File: config.mk
export PLATFORM = sky130hd
export DESIGN_NAME = word_entry
export DESIGN_NICKNAME = d
export VERILOG_FILES = /design/src/rtl/word_entry.sv
export SDC_FILE = /design/constraint.sdc
export NUM_CORES = 1
export LEC_CHECK = 0
export ABC_CLOCK_PERIOD_IN_PS = 7000
export CORE_MARGIN = 5
export CORE_UTILIZATION = 44
export DETAILED_ROUTE_END_ITERATION = 8
export SETUP_SLACK_MARGIN = 0.02
export SLEW_MARGIN = 20
export SYNTH_ARGS = -nofsm -noshare
export SYNTH_HDL_FRONTEND = slang
export SYNTH_SLANG_ARGS = --single-unit
File: constraint.sdc
create_clock -name clk -period 7 [get_ports clk]
set_clock_uncertainty 0.05 [all_clocks]
set_input_delay 2.1 -clock clk [delete_from_list [all_inputs] [get_ports clk]]
set_output_delay 2.1 -clock clk [all_outputs]
set_load 0.03 [all_outputs]
File: src/rtl/word_entry.sv
// word_entry: debounced three-key byte-wise entry of a 32-bit word with valid/ready hand-off
module word_entry #(
  parameter int CNT_DEBOUNCE = 500_000
) (
  input  logic        clk,
  input  logic        rst,
  input  logic [7:0]  sw,
  input  logic [2:0]  key,
  input  logic        word_ready,
  output logic [31:0] word,
  output logic        word_valid,
  output logic [7:0]  display,
  output logic [3:0]  leds,
  output logic        busy
);
  typedef enum logic {ENTRY, HOLD} state_t;
  localparam logic [31:0] CMAX   = 32'(CNT_DEBOUNCE);
  localparam logic [31:0] CPULSE = 32'(CNT_DEBOUNCE - 1);
  state_t            state_q, state_d;
  logic [2:0][31:0]  cnt_q, cnt_d;
  logic [2:0]        p;
  logic [31:0]       buf_q, buf_d, word_q, word_d;
  logic [1:0]        ptr_q, ptr_d;
  // saturating hold counters; one-cycle press pulse when a count reaches CNT_DEBOUNCE-1
  always_comb begin
    for (int i = 0; i < 3; i++) begin
      cnt_d[i] = !key[i] ? '0 : cnt_q[i] == CMAX ? cnt_q[i] : cnt_q[i] + 32'd1;
      p[i] = cnt_q[i] == CPULSE;
    end
  end
  // state register
  always_ff @(posedge clk or posedge rst)
    if (rst) state_q <= ENTRY;
    else state_q <= state_d;
  // next state: commit enters HOLD, consumer acceptance returns to ENTRY
  always_comb state_d = state_q == ENTRY ? (p[2] ? HOLD : ENTRY) : (word_ready ? ENTRY : HOLD);
  // entry buffer, pointer and committed word; commit beats write beats back
  always_comb begin
    buf_d = buf_q;
    ptr_d = ptr_q;
    word_d = word_q;
    if (state_q == HOLD) begin
      if (word_ready) begin
        buf_d = '0;
        ptr_d = '0;
      end
    end else if (p[2]) word_d = buf_q;
    else if (p[0]) begin
      buf_d[{ptr_q, 3'b000} +: 8] = sw;
      ptr_d = ptr_q + 2'd1;
    end else if (p[1]) ptr_d = ptr_q - 2'd1;
  end
  // datapath registers
  always_ff @(posedge clk or posedge rst)
    if (rst) begin
      cnt_q  <= '0;
      buf_q  <= '0;
      ptr_q  <= '0;
      word_q <= '0;
    end else begin
      cnt_q  <= cnt_d;
      buf_q  <= buf_d;
      ptr_q  <= ptr_d;
      word_q <= word_d;
    end
  // outputs echo the byte under the pointer; valid is exactly the HOLD state
  always_comb begin
    display    = buf_q[{ptr_q, 3'b000} +: 8];
    leds       = 4'b0001 << ptr_q;
    busy       = state_q == HOLD;
    word_valid = busy;
    word       = word_q;
  end
endmodule

* Word-level counts from Yosys, hierarchy flattened
Index checks and enable logic that the tools add are counted.
** Word-level totals
- Flip-flop bits (word level) :: 163
- Output and inout port bits :: 46
** Operators by class
- Add/subtract/negate cells :: 6
- Equality and inequality tests :: 11
- Shift operators :: 4
- Mux-type cells :: 19
- Bitwise gates (word level) :: 1
- Reduce and logical (&&, ||, !) cells :: 5
** Operators with widths (number)
- 32-bit two-way mux :: 10
- 32-bit by 19-bit equality test with 1-bit output (second input constant) :: 6
- 32-bit by 1-bit adder with 32-bit output (second input constant) :: 3
- 32-bit bitwise mux :: 1
- 8-bit by 7-bit variable shift with 32-bit output (first input constant) :: 1
- 32-bit by 6-bit variable part select with 8-bit output :: 1
- 8-bit by 7-bit variable part select with 32-bit output :: 1
- 2-bit two-way mux :: 5
- 2-bit inequality test (second input constant) :: 5
- 5-bit negator with 7-bit output :: 1
- 3-bit AND reduction :: 2
- 1-bit by 2-bit left shift with 4-bit output (first input constant) :: 1
- 1-bit two-way mux :: 3
- 3-bit nonzero test :: 1
- 2-bit by 1-bit adder with 2-bit output (second input constant) :: 1
- 2-bit AND reduction :: 1
- 2-bit nonzero test :: 1
- 2-bit by 1-bit subtractor with 2-bit output (second input constant) :: 1
- 1-bit NOT :: 1

* Logic depth before layout (Yosys ltp)
- Word-level depth :: 6
- Depth in mapped cells :: 10
- Mapped depth without buffers :: 7

* Worst setup path before layout
Ideal clock, no wire load.
- Path kind :: reg-to-output
- Start :: register ptr_q[0]
- End :: output display[4]
- Arrival :: 1439 ps
- Slack :: 3411 ps
- Cell stages (with the launch flop) :: 3
- Path through :: dfrtp_1 > clkbuf_1 > mux4_2
** On the way
- Longest elaborated chain between the ends :: 1
** RTL lines
- start, declared :: line 23 : logic [1:0] ptr_q, ptr_d;
- start signal, assigned :: line 63 : ptr_q <= ptr_d;
- 32-bit by 6-bit variable part select with 8-bit output :: line 68 : display = buf_q[{ptr_q, 3'b000} +: 8];
- end, declared :: line 12 : output logic [7:0] display,
No other way between the ends.

* Worst setup path after layout
- Start :: register ptr_q[1]
- End :: output display[3]
The elaborated chain is that of the path after synthesis.

==> impl_metrics.ini <==
[logic_synthesis]
synth_area_leaders = dfrtp_1 50%, nand2_1 6.1%, and2_1 5.9%, xnor2_1 5.9%, xor2_1 2.6%
synth_seq_area_share = 0.501
synth_largest_area_cell = dfrtp_1
synth_common_cells = 163 x dfrtp_1, 133 x nand2_1, 77 x and2_1
ys_warns = 0
yosys.cell_count.top_type = dfrtp_1
ys_seq_elements = 163
synthesis.area_per_instance_um2 = 10.1
synth_top_area_share = 0.501
synth_top_flop_cell = dfrtp_1
syn_inst = 803
synth_async_sr_flop_share = 1.00
synth_edf_count = 0
synthesis.area_mm2 = 0.00814
syn-num-nets = 827
synth.distinct_cells = 55

[sta]
fmax_ghz = 0.219
finalHoldViolCount = 0
setup_ws_ns = 2.43
worstMarginPinSlew_ns = 0.949
report.final.slew_viol_count = 0
finalWorstPathRequiredPeriod_ns = 4.57
finalSetupViolations = 0
portion_of_the_clock_cycle_consumed_by_the_worst_path_in_the_final_layout = 0.653
rsz0062_at_grt = false
max_slew_margin = 0.365
setup_tns_ns = 0

[clocking]
clock_tree_from_tritoncts = built
clk_pin_slew_ns = 0.06
cts_buffer_depth = 2
htree_num_levels = 4
clk_latency_ns = 0.42
cts.repair_timing.setup_buffer_count = 0
holdBufCountCts = 0
clock_sinks = 163
post_cts_resized = 0
clock-root-buffer = clkbuf_16
tritoncts.num_buffers = 17

[route]
vias = 5774
totalWireLength_um = 17200
avgViaCountPerCell = 5.28
route.detailed.drc = 0
drtPass1Iterations = 4
drt_iter0_markers = 391
drt.antenna.violating_nets = 0
route.detailed.wl_per_inst_um = 15.8

[min_path]
hold_wc_startpoint = word[22]$_DFFE_PP0P_
timing.hold.worst.class = reg -> reg
whs_endpoint = word[22]$_DFFE_PP0P_
whs_path_depth = 2

[global_routing]
met3_track_utilization_from_global_routing = 0.0386
met1_layer_usage_reported_by_global_route = 0.234
gr-max-usage-layer = met2
largest_net_degree_at_the_start_of_global_routing = 77
globalRouteMet2Util = 0.274
wire_length_of_the_first_global_routing_pass_um = 30000
remaining_global_route_overflow = 0
track_usage = 0.170
first_global_vias = 5930
grt_antenna_before_repair = 0

[layout]
layout-drive-gt1-share = 0.0637
antenna_cell_count = 0
multi_input_gate_area_in_the_final_layout_mm2 = 0.00375
n_fill_cell = 1622
finish.net_count = 876
syn2layout_area_growth_pct = 15.5
regArea_mm2 = 0.00408

[placed_design]
globalplace.congestion = 0.807
hpwl_um = 12000
port_buffers = 59
pre_cts_slack_ns = 2.88

[floorplan]
dieArea_mm2 = 0.0213
chipWidth_um = 146
die_y_um = 146
core_area_mm2 = 0.0181
boundary_pins = 60
initial_utilization = 0.450
row_count = 49

[setup_path]
crit_path_start_kind = flop
critPathArrivalTime_ns = 2.42
critical_path.max_stage_delay_ns = 0.78
slowest_stage_cell_on_the_critical_path = dfrtp_1
rr_worst_depth = 6
worst_ep_required_time_ns = 4.85
crit_path_max_fanout = 13
cp-end-kind = output port
cp_cell_instances = mux4_2 > clkdlybuf4s50_1
setup.worst_path.class = reg -> out
r2r_slack_ns = 4.24
crit-reg2reg-launch = cnt_q[85]$_DFFE_PP0P_
crit-reg2reg-capture = buf_q[13]$_DFFE_PP0P_

[power_and_ir_drop]
ir_worst_vdd_mv = 0.157
pwr_density_cell_mw_per_mm2 = 205
p_leak_nw = 4.12

[outcome]
outcome = finished clean

[job]
maxCapViolations = 0
-- cell usage in the layout (no fill, tap or decap), types with 7 or more instances in the layout --
| cell type | count |
|---|---|
| nor2b_1 | 11 |
| xor2_1 | 24 |
| a22o_1 | 8 |
| and3_1 | 11 |
| a21boi_0 | 9 |
| inv_1 | 34 |
| nand3_1 | 36 |
| or3_1 | 14 |
| mux2i_1 | 20 |
| nand2_1 | 133 |
| nor4_1 | 9 |
| nor2_1 | 18 |
| and4_1 | 12 |
| clkdlybuf4s50_1 | 59 |
| nand4_1 | 22 |
| dfrtp_1 | 163 |
| and2_1 | 77 |
| nor4b_1 | 8 |
| clkbuf_16 | 17 |
| ha_1 | 10 |
| xnor2_1 | 55 |
| nor3_1 | 13 |
| o21ai_0 | 27 |
| mux4_2 | 8 |
| o21ai_1 | 7 |
-- layer usage --
layer | part of all wire | up-vias
li1 | - | 2817
met1 | 0.47 | 2833
met2 | 0.48 | 106
met3 | 0.040 | 18
met4 | 0.012 | 0
met5 | 0 | -
-- flip-flops by register name (all words and copies together) (netlist names) --
signal	flops
busy	1
ptr_q	2
buf_q	32
cnt_q	96
word	32
-- through the flow --
stage	area, um2	util	power (mW)	hold WS (ns)	cells
2_1_floorplan	8140	-	1.06	0.413	803
3_3_place_gp	8880	0.491	1.11	0.404	1062
3_5_place_dp	8880	0.491	1.11	0.406	1062
4_1_cts	9400	0.520	1.95	0.419	1093
5_1_grt	9400	0.520	2.00	0.447	1093
6_report	9400	0.520	1.92	0.415	1093
-- cells by family after synthesis --
group / synth area share
xor+xnor: 0.0850
flops: 0.501
compound gates: 0.0523
buf+inv: 0.0375
fa+ha+maj: 0.0154
simple gates: 0.262
mux: 0.0467
-- worst max-delay path: cells and delay by family (launching register included) --
kind / cells / cell delay, ns
muxes: 1 / 0.60
DFF: 1 / 0.78
buffers and inverters: 1 / 0.61
-- report_power, final --
group          total, mW  switching (mW)  internal [mW]
clock network      0.834           0.365          0.469
logic              0.111          0.0661         0.0451
registers          0.979          0.0192          0.959
total               1.92           0.451           1.47
-- cell type report --
class,count,area share
sequential,163,0.434
clock inverter,8,0.00572
clock buffer,23,0.0498
tap,229,0.0305
inverter,35,0.0145
timing repair buffer,63,0.0660
multi-input combinational,572,0.399
-- worst max path at each step --
stage	startpoint	end
final	ptr_q[1]$_DFFE_PP0P_	display[3]
after global routing	ptr_q[0]$_DFFE_PP0P_	leds[2]
after CTS	ptr_q[1]$_DFFE_PP0P_	display[3]
after detailed placement	ptr_q[0]$_DFFE_PP0P_	display[4]
after global placement	ptr_q[0]$_DFFE_PP0P_	display[4]
after floorplan	rst	buf_q[0]$_DFFE_PP0P_
No activity file was read; power rests on OpenSTA's default activity.
